$ cat config.mk
export PLATFORM = sky130hd
export DESIGN_NAME = pc_sequencer
export DESIGN_NICKNAME = d
export VERILOG_FILES = /design/src/rtl/rv_ctrl_pkg.sv /design/src/rtl/rv_opclass.sv /design/src/rtl/pc_sequencer.sv
export SDC_FILE = /design/constraint.sdc
export NUM_CORES = 1
export LEC_CHECK = 0
export CORE_MARGIN = 5
export CORE_UTILIZATION = 45
export CTS_CLUSTER_SIZE = 24
export DETAILED_ROUTE_END_ITERATION = 12
export PLACE_DENSITY = 0.77
export SKIP_LAST_GASP = 1
export SLEW_MARGIN = 10
export SYNTH_ARGS = -nofsm -noshare
export SYNTH_HDL_FRONTEND = slang
export SYNTH_HIERARCHICAL = 1
export SYNTH_SLANG_ARGS = --single-unit
$ cat constraint.sdc
create_clock -name clk -period 2.35 [get_ports clk]
set_input_delay 0.3525 -clock clk [delete_from_list [all_inputs] [get_ports clk]]
set_output_delay 0.3525 -clock clk [all_outputs]
set_load 0.005 [all_outputs]
$ cat src/rtl/rv_ctrl_pkg.sv
// Shared control definitions for the multi-cycle RV32I sequencer:
// FSM states, opcode encodings and the instruction classes the decoder produces.
package rv_ctrl_pkg;

    typedef enum logic [2:0] {
        ST_FETCH     = 3'd0,
        ST_DECODE    = 3'd1,
        ST_EXECUTE   = 3'd2,
        ST_MEM       = 3'd3,
        ST_WRITEBACK = 3'd4,
        ST_UPDATE    = 3'd5,
        ST_HALT      = 3'd6
    } state_t;

    typedef enum logic [2:0] {
        OC_ALU     = 3'd0,
        OC_LOAD    = 3'd1,
        OC_STORE   = 3'd2,
        OC_BRANCH  = 3'd3,
        OC_JUMP    = 3'd4,
        OC_FENCE   = 3'd5,
        OC_SYSTEM  = 3'd6,
        OC_ILLEGAL = 3'd7
    } opclass_t;

    localparam logic [6:0] OPC_LUI      = 7'b0110111;
    localparam logic [6:0] OPC_AUIPC    = 7'b0010111;
    localparam logic [6:0] OPC_JAL      = 7'b1101111;
    localparam logic [6:0] OPC_JALR     = 7'b1100111;
    localparam logic [6:0] OPC_BRANCH   = 7'b1100011;
    localparam logic [6:0] OPC_LOAD     = 7'b0000011;
    localparam logic [6:0] OPC_STORE    = 7'b0100011;
    localparam logic [6:0] OPC_OP_IMM   = 7'b0010011;
    localparam logic [6:0] OPC_OP       = 7'b0110011;
    localparam logic [6:0] OPC_MISC_MEM = 7'b0001111;
    localparam logic [6:0] OPC_SYSTEM   = 7'b1110011;

    localparam logic [31:0] NOP_INSTR = 32'h0000_0013;

endpackage

$ cat src/rtl/rv_opclass.sv
// Purely combinational opcode classifier; the sequencer steers its FSM from
// the class rather than from raw opcode bits.
module rv_opclass
    import rv_ctrl_pkg::*;
(
    input  logic [6:0] opcode,
    output opclass_t   opclass
);

    always_comb begin
        opclass = OC_ILLEGAL;
        case (opcode)
            OPC_LUI, OPC_AUIPC, OPC_OP_IMM, OPC_OP: opclass = OC_ALU;
            OPC_JAL, OPC_JALR:                      opclass = OC_JUMP;
            OPC_BRANCH:                             opclass = OC_BRANCH;
            OPC_LOAD:                               opclass = OC_LOAD;
            OPC_STORE:                              opclass = OC_STORE;
            OPC_MISC_MEM:                           opclass = OC_FENCE;
            OPC_SYSTEM:                             opclass = OC_SYSTEM;
            default:                                opclass = OC_ILLEGAL;
        endcase
    end

endmodule

$ cat src/rtl/pc_sequencer.sv
// Multi-cycle PC / fetch sequencer: owns the architectural PC, walks each
// instruction through fetch, decode, execute, memory, writeback and PC update.
module pc_sequencer
    import rv_ctrl_pkg::*;
#(
    parameter logic [31:0] RESET_PC = 32'h0000_0000,
    parameter logic [31:0] PC_STEP  = 32'd4
) (
    input  logic        clk,
    input  logic        rst_n,
    output logic        imem_req,
    output logic [31:0] imem_addr,
    input  logic        imem_ready,
    input  logic [31:0] imem_rdata,
    output logic [31:0] instr,
    output logic [31:0] pc,
    input  logic        branch_taken,
    input  logic [31:0] target_addr,
    output logic        dmem_req,
    output logic        dmem_we,
    input  logic        dmem_ready,
    output logic        rf_we,
    output logic        pc_update,
    output logic        halted,
    output logic        fault
);

    state_t      state_q, state_d;
    logic [31:0] pc_q, pc_d;
    logic [31:0] instr_q, instr_d;
    logic [31:0] tgt_q, tgt_d;
    logic        take_q, take_d;
    logic        fault_q, fault_d;

    opclass_t    opclass;
    logic [31:0] next_pc;
    logic        misaligned;

    rv_opclass u_opclass (
        .opcode  (instr_q[6:0]),
        .opclass (opclass)
    );

    // The redirect decision is frozen in EXECUTE, so UPDATE depends only on flops.
    assign next_pc    = take_q ? tgt_q : pc_q + PC_STEP;
    assign misaligned = |next_pc[1:0];

    always_comb begin
        state_d = state_q;
        pc_d    = pc_q;
        instr_d = instr_q;
        tgt_d   = tgt_q;
        take_d  = take_q;
        fault_d = fault_q;
        case (state_q)
            ST_FETCH: begin
                if (imem_ready) begin
                    instr_d = imem_rdata;
                    state_d = ST_DECODE;
                end
            end
            ST_DECODE: begin
                case (opclass)
                    OC_SYSTEM:  state_d = ST_HALT;
                    OC_ILLEGAL: begin
                        fault_d = 1'b1;
                        state_d = ST_HALT;
                    end
                    default:    state_d = ST_EXECUTE;
                endcase
            end
            ST_EXECUTE: begin
                take_d = (opclass == OC_JUMP) || ((opclass == OC_BRANCH) && branch_taken);
                if (take_d) tgt_d = target_addr;
                case (opclass)
                    OC_LOAD, OC_STORE:  state_d = ST_MEM;
                    OC_BRANCH, OC_FENCE: state_d = ST_UPDATE;
                    default:            state_d = ST_WRITEBACK;
                endcase
            end
            ST_MEM: begin
                if (dmem_ready) state_d = (opclass == OC_LOAD) ? ST_WRITEBACK : ST_UPDATE;
            end
            ST_WRITEBACK: state_d = ST_UPDATE;
            ST_UPDATE: begin
                if (misaligned) begin
                    fault_d = 1'b1;
                    state_d = ST_HALT;
                end else begin
                    pc_d    = next_pc;
                    state_d = ST_FETCH;
                end
            end
            ST_HALT:  state_d = ST_HALT;
            default:  state_d = ST_HALT;
        endcase
    end

    always_ff @(posedge clk) begin
        if (!rst_n) begin
            state_q <= ST_FETCH;
            pc_q    <= RESET_PC;
            instr_q <= NOP_INSTR;
            tgt_q   <= '0;
            take_q  <= 1'b0;
            fault_q <= 1'b0;
        end else begin
            state_q <= state_d;
            pc_q    <= pc_d;
            instr_q <= instr_d;
            tgt_q   <= tgt_d;
            take_q  <= take_d;
            fault_q <= fault_d;
        end
    end

    // Every output is a state decode or a flop; only imem_addr mirrors pc.
    assign imem_req  = (state_q == ST_FETCH);
    assign imem_addr = pc_q;
    assign dmem_req  = (state_q == ST_MEM);
    assign dmem_we   = (state_q == ST_MEM) && (opclass == OC_STORE);
    assign rf_we     = (state_q == ST_WRITEBACK);
    assign pc_update = (state_q == ST_UPDATE) && !misaligned;
    assign halted    = (state_q == ST_HALT);
    assign fault     = fault_q;
    assign instr     = instr_q;
    assign pc        = pc_q;

endmodule

* After elaboration in Yosys (flattened, before gate mapping) *
Index checks and enable logic that the tools add are counted.
W data, S select, Z words.

word-level totals
  output and inout bits = 103
  bits of input ports = 69
  bits in read-only memories = 0
  memories = 0
  flip-flop bits (word level) = 101
  bits in latches = 0
  bits in writable memories = 0

operators by class
  $mul = 0
  bitwise logic cells = 1
  div/mod/pow operators = 0
  equal/unequal tests = 28
  reduce and logical (&&, ||, !) cells = 18
  add/sub/neg operators = 1
  order comparisons = 0
  mux-type cells = 12
  shift operators = 0

operator list
  operator                 count
  $add A32 B3 Y32 const B  1
  $mux W32                 1
  $eq A7 B7 Y1 const B     4
  $eq A3 B3 Y1 const B     7
  $eq A7 B6 Y1 const B     3
  $pmux W3 S7              1
  $pmux W3 S6              1
  $eq A7 B5 Y1 const B     2
  $eq A3 B2 Y1 const B     4
  $mux W3                  4
  $reduce_or A2 Y1         5
  $reduce_and A2 Y1        4
  $eq A7 B2 Y1 const B     1
  $eq A7 B4 Y1 const B     1
  $eq A3 B1 Y1 const B     2
  $pmux W3 S2              1
  $ne A2 B1 Y1 const B     2
  $ne A2 B2 Y1 const B     2
  $reduce_or A4 Y1         1
  $logic_and A1 B1 Y1      3
  $logic_not A3 Y1         1
  $mux W1                  3
  $reduce_and A3 Y1        1
  $pmux W1 S2              1
  4 further kinds          4

* Logic depth before layout (Yosys ltp) *
Gate-level depths: netlist of the first run.

  depth in word-level cells = 7
  mapped depth = 10
  mapped depth without buffers = 8

* By module *
The synthesis of the first run kept the hierarchy.

by module, submodules not included
  module        times used  area each (um^2)  cells an instance  sequential area each (um^2)
  pc_sequencer  1           4740.8            629                2021.9
  rv_opclass    1           96.3              13                 0.0

* Least setup slack after synthesis of the first run *
No wires, ideal clock.

  kind = flip-flop to flip-flop
  from = reg instr_q[4], in the netlist instr[4]
  to = reg tgt_q[10]
  period minus slack after synthesis = 2.183 ns
  path slack = 0.167 ns
  stages on the path, launching flop included = 11
  arrival = 2.112 ns
  cells stage by stage = dfxtp_1 -> inv_1 -> o31ai_1 -> o211ai_1 -> nor2b_1 -> a32oi_1 -> or3_1 -> clkbuf_1 -> clkbuf_1 -> nand2_1 -> a21oi_1

on the way
  cells in the longest elaborated chain, start to end = 7

ends and longest elaborated chain
  what                                                  RTL line             text
  from (decl)                                           pc_sequencer.sv:30   logic [31:0] instr_q, instr_d;
  from (signal assigned)                                pc_sequencer.sv:110  instr_q <= instr_d;
  $eq A7 B6 Y1 (tied with other cells)                  rv_opclass.sv:12     case (opcode)
  $reduce_or A4 Y1 or $reduce_or A2 Y1 (tied branches)  rv_opclass.sv:12
  $pmux W3 S7 *                                         rv_opclass.sv:12
  net opclass[1]                                        pc_sequencer.sv:35   opclass_t opclass;
  $eq A3 B2 Y1                                          pc_sequencer.sv:73   take_d = (opclass == OC_JUMP) || ((opclass == OC_BRANCH) && branch_taken);
  $logic_and A1 B1 Y1                                   pc_sequencer.sv:73
  $logic_or A1 B1 Y1 *                                  pc_sequencer.sv:73
  $reduce_and A2 Y1 (no line) *                         n/a
  to (signal assigned)                                  pc_sequencer.sv:111  tgt_q <= tgt_d;
  to (decl)                                             pc_sequencer.sv:31   logic [31:0] tgt_q, tgt_d;

Mark *: on every way through the listed nets, which the timed path passes. The rest lies on a longest branch.
A chain may end at the register's enable or synchronous reset.

* Final worst setup path of the first run *
  from = reg instr_q[3], in the netlist instr[3]
  to = out dmem_we

on the way
  cells in the longest elaborated chain, start to end = 5

ends and longest elaborated chain
  what                                                  RTL line             text
  $eq A7 B6 Y1 (tied with other cells)                  rv_opclass.sv:12
  $reduce_or A4 Y1 or $reduce_or A2 Y1 (tied branches)  rv_opclass.sv:12
  $pmux W3 S7 *                                         rv_opclass.sv:12
  net opclass[1]                                        pc_sequencer.sv:35
  $eq A3 B2 Y1 *                                        pc_sequencer.sv:121  assign dmem_we = (state_q == ST_MEM) && (opclass == OC_STORE);
  $logic_and A1 B1 Y1 *                                 pc_sequencer.sv:121
  to (decl)                                             pc_sequencer.sv:20   output logic dmem_we,

Marks and branches as above.

==> flow_summary.yaml, run 1 <==
run_status:
  status: "finished clean"
pwr:
  power.density_nw_per_um2: 805
  ir_drop_uv: 601
  p_leak_nw: 2.30
sta:
  hold_slack_ns: 0.459
  tightest_slew_ns: 0.541
  timing_hold_violations_final: 0
  min_period_ns: 2.24
  setup_viol: 0
  relSlewSlack_pct: 63.6
  max_freq_mhz: 446
  fin_skew_ns: 0.0174
  final_max_slew_viol_count: 0
  period_share_pct: 95.5
clock_network:
  cts_tree: "yes"
  hold_buffers: 0
  h-tree-depth: 3
  clock-sinks: 101
  cts_buffers: 9
  insertion_delay_ns: 0.37
  cts-root-buf: "clkbuf_8"
  post_cts_buffers: 0
  cts.reportedPaths.clkPinSlew_ns: 0.09
  cts_buffer_depth: 2
synth:
  avgSynthCellArea_um2: 7.53
  synth_top_family_by_area: "simple AND/OR/NAND/NOR gates"
  yosysSeqAreaShare_pct: 41.8
  synth_commonest_cells: "nand2_1, dfxtp_1, a21oi_1, clkbuf_1, buf_4"
  synth_edf_count: 0
  async_flop_share_pct: 0
  synth_mux_area_share_pct: 1.06
  synth_seq_cells: 101
  yosys.area.top_type: "dfxtp_1"
  synth_xor_area_share_pct: 0.181
  yosysWarnings: 6
  synth.most_common_cell: "nand2_1"
  synth-adder-area-share_pct: 0.259
  synthSimpleGateAreaFrac_pct: 27.8
  synth_area_leaders: "dfxtp_1, nand2_1, a21oi_1"
  synth-main-ff-cell: "dfxtp_1"
  netlist_area_um2: 4840
  synth_compound_area_share_pct: 19.7
  synth_nets: 712
  yosys.area.top_type_share_pct: 41.8
  synthCells: 642
  yosysUniqueCellTypes: 57
floorplanning:
  ioPinCount: 172
  fp.dieW_um: 114
  die_y_um: 114
  rows: 37
  initial_core_util_pct: 46.4
  die_area_um2: 12900
  core_um2: 10400
critical_path:
  path_max_fanout: 7
  end_kind: "output port"
  required_ns: 2.00
  critPathKind: "flop to output port"
  cp.arrival_ns: 1.89
  crit_path_start_kind: "flop"
global_routing:
  grt_use_total_pct: 21.5
  grt_pass1_wl_um: 23200
  grt_pass1_vias: 4710
  overflow: 0
  antenna_found_initial: 0
  grt_start_max_net_pins: 89
final_layout:
  stdcell_count: 918
  area_growth_pct: 40.0
  fin_util_pct: 65.0
  n_antenna_cell: 0
  stdcell_area_um2: 6770
  finalNetCount: 847
  drive_gt1_share_pct: 8.70
  fillers: 916
routing:
  vias_per_cell: 5.54
  drt-wirelength-per-cell_um: 15.7
  ant_nets: 0
  drc_errors: 0
  vias: 5088
  drtIter0Drc: 306
  wirelength_um: 14400
  first_pass_iters: 5
placement:
  dp_hpwl_um: 10700
  placed_cell_area_um2: 6560
  gp_congestion: 0.890
  post-place-cells: 902
  io_buffers: 171
hold_path:
  worstHoldPathType: "flop to flop"
run:
  maxCapViolations: 0
[cell families (layout without fill, tap and decap cells)]
kind of cell,count (synthesis),after routing
buf+inv,85,225
xor+xnor,1,1
compound gates,161,161
mux,5,5
simple gates,288,288
flops,101,101
fa+ha+maj,1,1
[registers in the layout, indices dropped and copies added, names as in the netlist]
name / flops
instr: 32
fault: 1
state_q: 3
tgt_q: 32
imem_addr: 32
take_q: 1
[power breakdown]
part	switching, W	internal (W)	total, W	leakage, nW
Combinational	0.00103	0.00109	0.00212	1.39
Sequential	0.000282	0.00199	0.00228	0.822
Clock	0.000627	0.000432	0.00106	0.0943
[path summary, 6_finish.rpt]
kind | from | end | slack [ns] | depth (start not counted)
max | instr[3] | dmem_we | 0.11 | 6
max reg2reg | instr[4] | tgt_q[0] | 0.21 | 10
min reg2reg | instr[28] | instr[28] | 0.46 | 2
min | instr[28] | instr[28] | 0.46 | 2
[cell type report]
cell class | instances | area [µm²] | area share [%]
inverter | 10 | 37.5 | 0.554
sequential | 101 | 2030 | 30.0
clock inverter | 6 | 51.3 | 0.758
clock buffer | 10 | 138 | 2.03
tap | 136 | 170 | 2.51
timing repair buffer | 199 | 1950 | 28.7
multi-input combinational | 456 | 2400 | 35.4
[cells in the final DEF (no fill, tap or decap), types with 4 or more instances in the layout]
| cell | count |
|---|---|
| or3_1 | 7 |
| dfxtp_2 | 6 |
| clkdlybuf4s50_1 | 170 |
| and3_1 | 16 |
| a22oi_1 | 6 |
| nor2_1 | 27 |
| o21ai_0 | 22 |
| inv_1 | 8 |
| dfxtp_1 | 95 |
| o211ai_1 | 11 |
| or4_1 | 5 |
| nor3_1 | 9 |
| clkbuf_8 | 10 |
| inv_6 | 4 |
| a31oi_1 | 6 |
| nand2_1 | 153 |
| nor4_1 | 11 |
| mux2i_1 | 4 |
| a21oi_1 | 89 |
| nand3_1 | 25 |
| nand2b_1 | 4 |
| nand4_1 | 10 |
| buf_4 | 26 |
[repair_timing]
action | 4_1_cts | 5_1_grt
endpoints found under the setup margin | 2 | 7
pin swaps | 0 | 1
resized for setup | 9 | 3
[layer usage]
layer  GRT usage (%)  vias up  share of wire [%]
li1                -     2479                  -
met1            26.9     2364                 40
met2            35.5      230                 48
met3            7.06       15                 11
met4            6.33        0                1.3
met5               0        -                  0
[worst max-delay path, stage by stage (launching register included)]
cell and delay, ns:
dfxtp_2 0.37, or2_1 0.24, a211oi_2 0.18, o211ai_1 0.12, nor2b_2 0.19, nor4b_2 0.15
dlygate4sd2_1 0.27
[metrics by stage]
stage	setup WS, ns	setup TNS [ns]	power [W]
2_1_floorplan	0.167	0	0.00337
3_3_place_gp	0.108	0	0.00431
3_5_place_dp	0.0800	0	0.00438
4_1_cts	0.0359	0	0.00546
5_1_grt	-0.00330	-0.00330	0.00581
6_report	0.106	0	0.00545
Note: power is estimated with default switching activity, not from simulation.
==> inputs of run 2 (changes only) <==
- GPL_TIMING_DRIVEN: default -> 0
- REMOVE_ABC_BUFFERS: default -> 1
==> run 2 against run 1 <==
  * Via count rose by 2.5%
  * Routed wire length rose by 8.7%
  * Critical path type is now flop to flop
  * Setup slack got worse by 0.068 ns
==> flow_summary.yaml, run 2 (synthesized netlist as in run 1, its figures left out) <==
run_status:
  status: "finished clean"
floorplanning:
  initial_core_util_pct: 46.4
  core_um2: 10400
  rows: 37
  fp.dieW_um: 114
  die_area_um2: 12900
  ioPinCount: 172
  die_y_um: 114
final_layout:
  area_growth_pct: 44.7
  fillers: 860
  layout_commonest_cell: "clkdlybuf4s50_1"
  n_antenna_cell: 0
  drive_gt1_share_pct: 11.3
  finalNetCount: 853
  stdcell_area_um2: 7000
  most-common-layout-cells: "clkdlybuf4s50_1, nand2_1, dfxtp_1, a21oi_1, nor2_1"
  stdcell_count: 924
hold_path:
  min_to: "instr[10]"
  whs_path_depth: 2
  worstHoldPathType: "flop to flop"
  worstHoldStart: "instr[10]"
critical_path:
  required_ns: 2.65
  crit_path_start_kind: "flop"
  r2r-start: "instr[3]"
  critPathKind: "flop to flop"
  rr_worst_depth: 9
  cp.arrival_ns: 2.62
  reg2reg_to: "tgt_q[2]"
  slowest_stage: "dfxtp_4"
  slowest_delay_ns: 0.38
  cp_top_family: "simple AND/OR/NAND/NOR gates"
  crit_buf_inv: 1
  rrSetupSlack_ns: 0.04
  crit_chain: "or2_1 > a211oi_2 > o211ai_1 > nor2b_2 > buf_4 > a32oi_4 > or3_4 > nand2_1 > a21oi_1"
  end_kind: "flop"
  path_max_fanout: 16
global_routing:
  grt_start_max_net_pins: 61
  grt_pass1_wl_um: 23400
  grt_pass1_vias: 4806
  overflow: 0
  grt_use_total_pct: 21.8
  antenna_found_initial: 0
routing:
  wirelength_um: 15700
  drt-wirelength-per-cell_um: 17.0
  drc_errors: 0
  vias: 5213
  drtIter0Drc: 329
  vias_per_cell: 5.64
  first_pass_iters: 5
  ant_nets: 0
clock_network:
  cts_buffer_depth: 2
  clock-sinks: 101
  cts-root-buf: "clkbuf_8"
  cts_tree: "yes"
  insertion_delay_ns: 0.37
  hold_buffers: 0
  cts.reportedPaths.clkPinSlew_ns: 0.10
  h-tree-depth: 3
  cts_buffers: 9
sta:
  min_period_ns: 2.31
  fin_ws_ns: 0.0382
  tightest_slew_ns: 1.09
  period_share_pct: 98.4
  relSlewSlack_pct: 27.3
  fin_skew_ns: 0.0112
  timing_hold_violations_final: 0
  setup_viol: 0
  max_freq_mhz: 433
  final_max_slew_viol_count: 0
run:
  maxCapViolations: 0
placement:
  io_buffers: 171
  dp_slack_ns: -0.900
  placed_cell_area_um2: 6400
  gp_congestion: 0.870
  post-place-cells: 878
  dp_hpwl_um: 9670
pwr:
  ir_drop_uv: 919
  total_power_w: 0.00572
  power.density_nw_per_um2: 817
  p_leak_nw: 2.36
[run 2: cell types whose count changed in the layout (fill, tap and decap cells not counted), sizes merged]
cell,delta
dlygate4sd2,-1
clkdlybuf4s50,-1
clkinvlp,+4
o21bai,+2
clkinv,+1
clkbuf,+3
clkdlybuf4s15,+1
inv,-5
or3,+2
[run 2: area by class of cell]
cell class	count	area, µm²	share of cell area [%]
inverter	10	43.8	0.626
timing repair inverter	1	5.00	0.0715
multi-input combinational	460	2550	36.5
clock buffer	11	141	2.02
tap	136	170	2.43
sequential	101	2040	29.2
timing repair buffer	200	2000	28.6
clock inverter	5	36.3	0.518
[run 2: repair_timing]
item,in CTS,in global routing
gates resized for setup,21,28
cloned,3,4
buffers inserted,9,14
setup endpoints to repair,61,46
pin swaps,5,8
[run 2: worst max path at each step]
stage | startpoint | end | depth (start not counted)
after floorplan | take_q | imem_addr[23] | 6
after CTS | instr[3] | tgt_q[24] | 9
after global routing | instr[3] | tgt_q[1] | 9
after detailed placement | take_q | pc_update | 5
final | instr[3] | tgt_q[2] | 9
after global placement | take_q | pc_update | 4
[run 2: report_power, final]
group	leakage [nW]	internal (W)	switching, W	total, W
clock	0.0815	0.000415	0.000606	0.00102
sequential	0.825	0.00200	0.000323	0.00233
combinational	1.45	0.00119	0.00119	0.00237
total	2.36	0.00361	0.00211	0.00572
[run 2: routing by layer]
| metal | wire length [µm] | vias up | share of wire (%) | global-route usage, % |
|---|---|---|---|---|
| met5 | 0 | - | 0 | 0 |
| met4 | 206 | 0 | 1.3 | 5.05 |
| met3 | 2200 | 24 | 14 | 10.4 |
| met2 | 7580 | 289 | 48 | 36.4 |
| met1 | 5710 | 2392 | 36 | 25.3 |
| li1 | - | 2508 | - | - |
[run 2: worst min-delay path: stages, from the launching register on]
cell and delay, ns:
dfxtp_1 0.32, nand2_1 0.05, a21oi_1 0.05
[run 2: stage by stage]
step                      hold WS [ns]  util, %  TNS (ns)
after floorplan                  0.424        -    -68.62
after global placement           0.442     60.6   -169.10
after detailed placement         0.446     61.4    -29.50
after CTS                        0.461     64.6     -3.69
after global routing             0.482     67.2    -0.883
final                            0.459     67.2         0
==> inputs of run 3 (changes only) <==
- GPL_TIMING_DRIVEN: 0 -> default
==> run 3 against run 2 <==
  * Critical endpoint is now pc_update
  * Critical path depth decreased by 5
  * Highest routed layer unchanged
  * Largest cell class unchanged
  * Sequential share of layout area increased by 0.76 points
  * Clock skew is 0.0021 ns higher
  * Routed wire length fell by 11%
  * Largest power group is now sequential cells
  * Clock-buffer cell count down 1
  * Via count shrank 4.2%
==> flow_summary.yaml, run 3 (synthesized netlist as in run 1, its figures left out) <==
placement:
  io_buffers: 171
  dp_hpwl_um: 9980
  gp_congestion: 0.889
  placed_cell_area_um2: 6570
  dp_slack_ns: 0.0632
  post-place-cells: 900
floorplanning:
  ioPinCount: 172
  core_um2: 10400
  die_area_um2: 12900
  die_y_um: 114
  fp.dieW_um: 114
  initial_core_util_pct: 46.4
  rows: 37
sta:
  fin_skew_ns: 0.0133
  timing_hold_violations_final: 0
  setup_viol: 0
  min_period_ns: 2.25
  period_share_pct: 95.7
  relSlewSlack_pct: 68.1
  rsz0062_at_grt: "false"
  fin_ws_ns: 0.100
  final_max_slew_viol_count: 0
  tightest_slew_ns: 0.472
  max_freq_mhz: 445
global_routing:
  grt_pass1_wl_um: 22900
  grt_start_max_net_pins: 89
  grt_pass1_vias: 4788
  grt_use_total_pct: 21.1
  overflow: 0
  antenna_found_initial: 0
pwr:
  p_leak_nw: 2.31
  ir_drop_uv: 635
  power.density_nw_per_um2: 808
critical_path:
  critPathKind: "flop to output port"
  slowest_delay_ns: 0.51
  required_ns: 2.00
  path_max_fanout: 10
  end_kind: "output port"
  cp.arrival_ns: 1.90
  slowest_stage: "clkdlybuf4s50_1"
  crit_chain: "nand3b_1 > o21bai_2 > inv_2 > clkdlybuf4s50_1"
  crit_path_start_kind: "flop"
routing:
  vias_per_cell: 5.46
  vias: 4996
  drt-wirelength-per-cell_um: 15.2
  drc_errors: 0
  first_pass_iters: 4
  wirelength_um: 13900
  ant_nets: 0
  drtIter0Drc: 246
clock_network:
  h-tree-depth: 3
  cts_buffers: 9
  cts_tree: "yes"
  cts.reportedPaths.clkPinSlew_ns: 0.09
  clock-sinks: 101
  cts_buffer_depth: 2
  post_cts_buffers: 0
  cts-root-buf: "clkbuf_8"
  insertion_delay_ns: 0.36
final_layout:
  drive_gt1_share_pct: 8.22
  stdcell_area_um2: 6790
  area_growth_pct: 40.4
  n_antenna_cell: 0
  layout_commonest_cell: "clkdlybuf4s50_1"
  finalNetCount: 845
  stdcell_count: 915
  regArea_um2: 2030
  fillers: 902
  multiInputGateArea_um2: 2390
  most-common-layout-cells: "clkdlybuf4s50_1, nand2_1, dfxtp_1, a21oi_1, nor2_1"
run:
  maxCapViolations: 0
run_status:
  status: "finished clean"
hold_path:
  worstHoldPathType: "flop to flop"
run 3: changes by cell type in the layout (fill, tap and decap cells not counted), moves of 3 or more:
cell / change
nor3_4: -3
or3_4: -3
dfxtp_1: +4
clkinvlp_4: -3
run 3: layer usage:
metal  part of all wire [%]  wire (µm)  GRT usage [%]
met5                      0          0              0
met4                   0.79        110           5.05
met3                     11       1530           8.65
met2                     47       6610           35.4
met1                     41       5690           25.0
run 3: report_power, final:
part / total [W] / switching (W) / internal (W) / leakage [nW]
clock network: 0.00111 / 0.000592 / 0.000520 / 0.0987
registers: 0.00227 / 0.000279 / 0.00199 / 0.823
logic: 0.00210 / 0.00102 / 0.00108 / 1.39
run 3: worst max-delay path, delay by kind of cell (launching register included):
kind,cells,cell delay [ns]
AOI/OAI and AO/OA,1,0.26
buffers and inverters,2,0.63
DFF,1,0.41
and+or+nand+nor,1,0.24
run 3: path summary, 6_finish.rpt:
check                            endpoint  startpoint  cells past startpoint  slack (ns)
worst max-delay path            pc_update  state_q[1]                      4        0.10
worst max register to register  tgt_q[12]    instr[4]                     10        0.19
worst min register to register  tgt_q[19]   tgt_q[19]                      2        0.46
worst min-delay path            tgt_q[19]   tgt_q[19]                      2        0.46
run 3: cell type report:
cell class | instances | share of cell area (%)
Tap cell | 136 | 2.51
Multi-Input combinational cell | 456 | 35.3
Clock inverter | 5 | 0.885
Inverter | 10 | 0.553
Timing Repair Buffer | 197 | 28.8
Clock buffer | 10 | 2.03
Sequential cell | 101 | 30.0
run 3: timing repair:
action / CTS / global route
hold buffers: 0 / 0
pin swaps: 1 / 0
setup endpoints to repair: 2 / 1
resized for setup: 12 / 1
run 3: metrics by stage:
stage	hold slack [ns]	power (W)	TNS [ns]	utilization (%)
2_1_floorplan	0.424	0.00322	-68.62	-
3_3_place_gp	0.440	0.00431	0	63.0
3_5_place_dp	0.445	0.00439	0	63.0
4_1_cts	0.459	0.00553	0	65.2
5_1_grt	0.470	0.00586	0	65.2
6_report	0.457	0.00549	0	65.2
